`config.mk`:
```
export PLATFORM = sky130hd
export DESIGN_NAME = fetch_unit
export DESIGN_NICKNAME = d
export VERILOG_FILES = /design/src/rtl/riscv_pkg.sv /design/src/rtl/fetch_fifo.sv /design/src/rtl/fetch_unit.sv
export SDC_FILE = /design/constraint.sdc
export NUM_CORES = 1
export LEC_CHECK = 0
export BUFFER_PORTS_ARGS = -buffer_cell sky130_fd_sc_hd__buf_2
export CAP_MARGIN = 20
export CORE_MARGIN = 2
export CORE_UTILIZATION = 25
export DETAILED_ROUTE_END_ITERATION = 10
export PLACE_DENSITY = 0.43
export SLEW_MARGIN = 25
export SYNTH_ARGS = -nofsm -noshare
export SYNTH_HDL_FRONTEND = slang
export SYNTH_HIERARCHICAL = 1
export SYNTH_SLANG_ARGS = --single-unit
```
`constraint.sdc`:
```
create_clock -name clk -period 3.1 [get_ports clk]
set_clock_uncertainty 0.05 [all_clocks]
set_input_delay 0.31 -clock clk [delete_from_list [all_inputs] [get_ports clk]]
set_output_delay 0.31 -clock clk [all_outputs]
set_load 0.03 [all_outputs]
```
`src/rtl/riscv_pkg.sv`:
```
// rtl/riscv_pkg.sv - shared RV32 constants, opcodes and the fetch buffer entry type
package riscv_pkg;

    localparam int              XLEN     = 32;
    localparam logic [XLEN-1:0] RESET_PC = 32'h0000_0000;

    localparam logic [6:0] OP_R      = 7'b0110011;
    localparam logic [6:0] OP_I      = 7'b0010011;
    localparam logic [6:0] OP_LOAD   = 7'b0000011;
    localparam logic [6:0] OP_STORE  = 7'b0100011;
    localparam logic [6:0] OP_BRANCH = 7'b1100011;
    localparam logic [6:0] OP_JAL    = 7'b1101111;

    typedef struct packed {
        logic [31:0]     instr;
        logic [XLEN-1:0] pc;
    } fetch_entry_t;

endpackage

```
`src/rtl/fetch_fifo.sv`:
```
// rtl/fetch_fifo.sv - synchronous instruction buffer with flush; flush beats push/pop
module fetch_fifo
    import riscv_pkg::*;
#(
    parameter  int DEPTH = 2,
    localparam int AW    = $clog2(DEPTH),
    localparam int CW    = $clog2(DEPTH) + 1
) (
    input  logic          clk,
    input  logic          rst_n,
    input  logic          push,
    input  fetch_entry_t  push_data,
    input  logic          pop,
    input  logic          flush,
    output fetch_entry_t  head,
    output logic [CW-1:0] count,
    output logic          full,
    output logic          empty
);

    fetch_entry_t   mem [DEPTH];
    logic [AW-1:0]  wr_ptr;
    logic [AW-1:0]  rd_ptr;

    always_ff @(posedge clk or negedge rst_n) begin
        if (!rst_n) begin
            wr_ptr <= '0;
            rd_ptr <= '0;
            count  <= '0;
            for (int i = 0; i < DEPTH; i++) begin
                mem[i] <= '0;
            end
        end else if (flush) begin
            wr_ptr <= '0;
            rd_ptr <= '0;
            count  <= '0;
        end else begin
            if (push) begin
                mem[wr_ptr] <= push_data;
                wr_ptr      <= wr_ptr + AW'(1);
            end
            if (pop) begin
                rd_ptr <= rd_ptr + AW'(1);
            end
            count <= count + CW'(push) - CW'(pop);
        end
    end

    assign head  = mem[rd_ptr];
    assign full  = (count == CW'(DEPTH));
    assign empty = (count == '0);

endmodule

```
`src/rtl/fetch_unit.sv`:
```
// rtl/fetch_unit.sv - in-order instruction fetch with redirect flush; FETCH_MISALIGN_CHK_EN adds sticky misalign halt
module fetch_unit #(
    parameter int              XLEN       = riscv_pkg::XLEN,
    parameter logic [XLEN-1:0] RESET_PC   = riscv_pkg::RESET_PC,
    parameter int              FIFO_DEPTH = 2
) (
    input  logic            clk,
    input  logic            rst_n,
    input  logic            redirect_i,
    input  logic [XLEN-1:0] redirect_pc_i,
    output logic            imem_req_valid_o,
    input  logic            imem_req_ready_i,
    output logic [XLEN-1:0] imem_req_addr_o,
    input  logic            imem_rsp_valid_i,
    input  logic [31:0]     imem_rsp_data_i,
    output logic            instr_valid_o,
    input  logic            instr_ready_i,
    output logic [31:0]     instr_o,
    output logic [XLEN-1:0] instr_pc_o,
    output logic [XLEN-1:0] instr_pc_plus4_o,
    output logic [6:0]      op_o,
    output logic [2:0]      funct3_o,
    output logic            funct7b5_o
`ifdef FETCH_MISALIGN_CHK_EN
    ,
    output logic            misalign_o
`endif
);

    import riscv_pkg::*;

    localparam int CW = $clog2(FIFO_DEPTH) + 1;

    logic [XLEN-1:0] pc;
    logic [XLEN-1:0] target;
    logic [CW-1:0]   outstanding;
    logic [CW-1:0]   drop_cnt;
    logic [CW-1:0]   fifo_count;
    logic [CW:0]     credit_used;
    logic            active;
    logic            halted;
    logic            fifo_full;
    logic            fifo_empty;
    logic            req_fire;
    logic            push;
    logic            pop;
    fetch_entry_t    push_entry;
    fetch_entry_t    head;

    assign credit_used      = {1'b0, outstanding} + {1'b0, fifo_count};
    assign imem_req_valid_o = active && !halted && !redirect_i && !fifo_full &&
                              (drop_cnt == '0) && (credit_used < (CW+1)'(FIFO_DEPTH));
    assign imem_req_addr_o  = pc;
    assign req_fire         = imem_req_valid_o && imem_req_ready_i;

    // With nothing left to drop, live requests are consecutive words ending at pc-4.
    assign push_entry.instr = imem_rsp_data_i;
    assign push_entry.pc    = pc - (XLEN'(outstanding) << 2);
    assign push             = imem_rsp_valid_i && (drop_cnt == '0) && !redirect_i;
    assign pop              = instr_valid_o && instr_ready_i;

`ifdef FETCH_MISALIGN_CHK_EN
    assign target = redirect_pc_i;
    assign halted = misalign_o;

    always_ff @(posedge clk or negedge rst_n) begin
        if (!rst_n) begin
            misalign_o <= 1'b0;
        end else if (redirect_i && (redirect_pc_i[1:0] != 2'b00)) begin
            misalign_o <= 1'b1;
        end
    end
`else
    assign target = redirect_pc_i & ~XLEN'(3);
    assign halted = 1'b0;
`endif

    always_ff @(posedge clk or negedge rst_n) begin
        if (!rst_n) begin
            pc          <= RESET_PC;
            outstanding <= '0;
            drop_cnt    <= '0;
            active      <= 1'b0;
        end else begin
            active <= 1'b1;
            if (redirect_i) begin
                // A response landing this cycle is already discarded, so it is not counted again.
                pc          <= target;
                outstanding <= outstanding - CW'(imem_rsp_valid_i);
                drop_cnt    <= outstanding - CW'(imem_rsp_valid_i);
            end else begin
                if (req_fire) begin
                    pc <= pc + XLEN'(4);
                end
                outstanding <= outstanding + CW'(req_fire) - CW'(imem_rsp_valid_i);
                if (imem_rsp_valid_i && (drop_cnt != '0)) begin
                    drop_cnt <= drop_cnt - CW'(1);
                end
            end
        end
    end

    fetch_fifo #(
        .DEPTH (FIFO_DEPTH)
    ) u_fifo (
        .clk       (clk),
        .rst_n     (rst_n),
        .push      (push),
        .push_data (push_entry),
        .pop       (pop),
        .flush     (redirect_i),
        .head      (head),
        .count     (fifo_count),
        .full      (fifo_full),
        .empty     (fifo_empty)
    );

    assign instr_valid_o    = !fifo_empty && !halted;
    assign instr_o          = head.instr;
    assign instr_pc_o       = head.pc;
    assign instr_pc_plus4_o = instr_pc_o + XLEN'(4);
    assign op_o             = instr_o[6:0];
    assign funct3_o         = instr_o[14:12];
    assign funct7b5_o       = instr_o[30];

endmodule

```
==> out/metrics.yaml <==
outcome: "finished, final reports clean"
die_area_sq_um: 39300
drt-total-wl_um: 25600
relSlewSlack: 0.526
synth_seq_area_share: 0.443
vias: 6794
crit_path_frequent_cell: "buf_4"
fmax_ghz: 0.340
avgViaCountPerCell: 4.39
nets: 1107
arrival_ns: 2.58
worst_pin_slew_ns: 0.710
insertion_delay_ns: 0.44
dp_hpwl_um: 18800
area_growth_pct: 26.7
ant_nets: 0
port_buffers: 206
cts.reportedPaths.clkPinSlew_ns: 0.07
synth_top_area_share: 0.443
clock_path_buffers: 2
setup_viol: 0
critPathKind: "reg2out"
slowest_delay_ns: 0.50
synth-warning-count: 6
drive_above_1_share: 0.488
crit_path_max_fanout: 7
powerDensity_nw_per_um2: 944
mostFrequentLayoutCells: "200 x buf_2, 166 x dfrtp_1, 117 x mux2_2, 70 x mux2_4, 52 x nand2_1"
end_kind: "output pin"
ys_dominant_reg_cell: "dfrtp_1"
grt_pass1_wl_um: 39800
ys_ff_latch: 167
period_needed_ns: 2.94
synth_edf_count: 0
num_rows: 71
fin_hold_ws_ns: 0.0361
worstPathCellList: "buf_4 > buf_4 > mux2_4 > and3_4 > nand3_4 > nor2b_1 > buf_4 > nand4_1 > xnor2_1 > buf_4"
synth_cell_types: 57
drt_first_pass_iters: 4
chipWidth_um: 198
core_region_area_sq_um: 37400
slowest_stage: "dfrtp_4"
start_util: 0.252
cts_tree: "done"
wl_per_cell_um: 16.5
num_antenna_cells: 0
power_leakage_nw: 5.75
synth_top_cell_by_area: "dfrtp_1"
cts_root_buffer: "clkbuf_16"
fin_area_sq_um: 12000
stdcell_count: 1548
first_iter_violations: 219
synthTopCellsByArea: "dfrtp_1 44%, mux2_2 15%, mux2_4 9.5%"
hp-class: "in2reg"
antenna_found_initial: 0
gp_congestion: 0.793
synthCells: 797
syn_area_per_cell_sq_um: 11.8
cap_violations: 0
required_ns: 2.74
grt-ovfl-total: 0
placed_cells: 1501
final.period_utilization: 0.947
cts_sinks: 167
grt_pass1_vias: 6832
chipHeight_um: 198
cp-start-kind: "flop"
grt_max_degree: 64
ir_drop_mv: 0.501
netlist_area_sq_um: 9440
hold_viol: 0
grt_use_total: 0.133
placed_area_sq_um: 11100
drc_errors: 0
io-pin-count: 211
cts_max_level: 4
async_flop_share: 1.00
slew_violations: 0
numCtsBuffers: 17
layout_commonest_cell: "buf_2"
final cells by class:
class                           instances  area [sq um]
Multi-Input combinational cell        557          4860
Timing Repair Buffer                  265          1610
Clock inverter                         11           139
Tap cell                              511           639
Clock buffer                           20           467
Fill cell                            3927         25400
Sequential cell                       167          4180
Inverter                               17          63.8
critical path: cells and delay by family (launching register included):
kind          cells  cell delay (ns)
xor+xnor          1             0.19
buf+inv           4             0.66
flops             1             0.50
mux               1             0.25
simple gates      4             0.53
state kept, by name, summed over array words and instances (netlist names):
register         flops
u_fifo/rd_ptr        1
u_fifo/wr_ptr        1
u_fifo/mem         128
imem_req_addr_o     30
u_fifo/count         2
active               1
outstanding          2
drop_cnt             2
cell families after synthesis:
family / count (synthesis) / synth area share
DFF: 167 / 0.443
xor gates and xnor gates: 66 / 0.0627
AOI/OAI and AO/OA: 65 / 0.0443
muxes: 194 / 0.255
adders and majority gates: 12 / 0.0175
and+or+nand+nor: 213 / 0.122
buffers and inverters: 78 / 0.0555
other: 2 / 0.000795
report_power, final:
group          internal (W)  switching [W]
clock               0.00126       0.000966
combinational       0.00226        0.00361
sequential          0.00283       0.000364
total               0.00635        0.00494
timing repair:
action,CTS,global route
resized for setup,11,20
setup buffers,7,6
pin swaps,0,6
endpoints found under the setup margin,18,15
hold endpoints to repair,61,0
hold buffers,3,0
cells in the mapped netlist (8+ instances only):
master and number:
mux2_4 60, xnor2_1 38, buf_4 15, nand4_1 19, o211ai_1 8, o21ai_0 28
buf_6 9, dfrtp_1 167, nor3_1 10, mux2_2 127, inv_1 17, buf_2 8
clkbuf_1 22, ha_1 10, and3_1 9, nand2_1 52, nor2_1 41, or3_1 9
nand3_1 24, xor2_1 27
through the flow:
stage          power [W]   util  setup slack (ns)  setup TNS (ns)
2_1_floorplan    0.00741      -            0.0170               0
3_3_place_gp     0.00890  0.297             0.130               0
3_5_place_dp     0.00893  0.297            0.0932               0
4_1_cts           0.0114  0.316           0.00381               0
5_1_grt           0.0120  0.320          -0.00240        -0.00240
6_report          0.0113  0.320             0.163               0
final timing paths:
check                                  from                    to  slack [ns]  depth (start not counted)
min in group asynchronous             rst_n        u_fifo/mem[55]        0.42                          2
min                        redirect_pc_i[6]    imem_req_addr_o[6]        0.04                          3
min reg2reg                 u_fifo/mem[103]       u_fifo/mem[103]        0.43                          1
max reg2reg                 u_fifo/count[0]        outstanding[1]        0.28                         11
max                           u_fifo/rd_ptr  instr_pc_plus4_o[24]        0.16                         10
max in group asynchronous             rst_n       u_fifo/mem[114]        1.84                          3
metal layers:
metal	vias to the layer above	GRT usage	part of all wire
li1	3259	-	-
met1	3357	0.182	0.48
met2	165	0.206	0.45
met3	13	0.0368	0.056
met4	0	0.0315	0.0096
met5	-	0	0
Power figures use the tool's default switching activity.
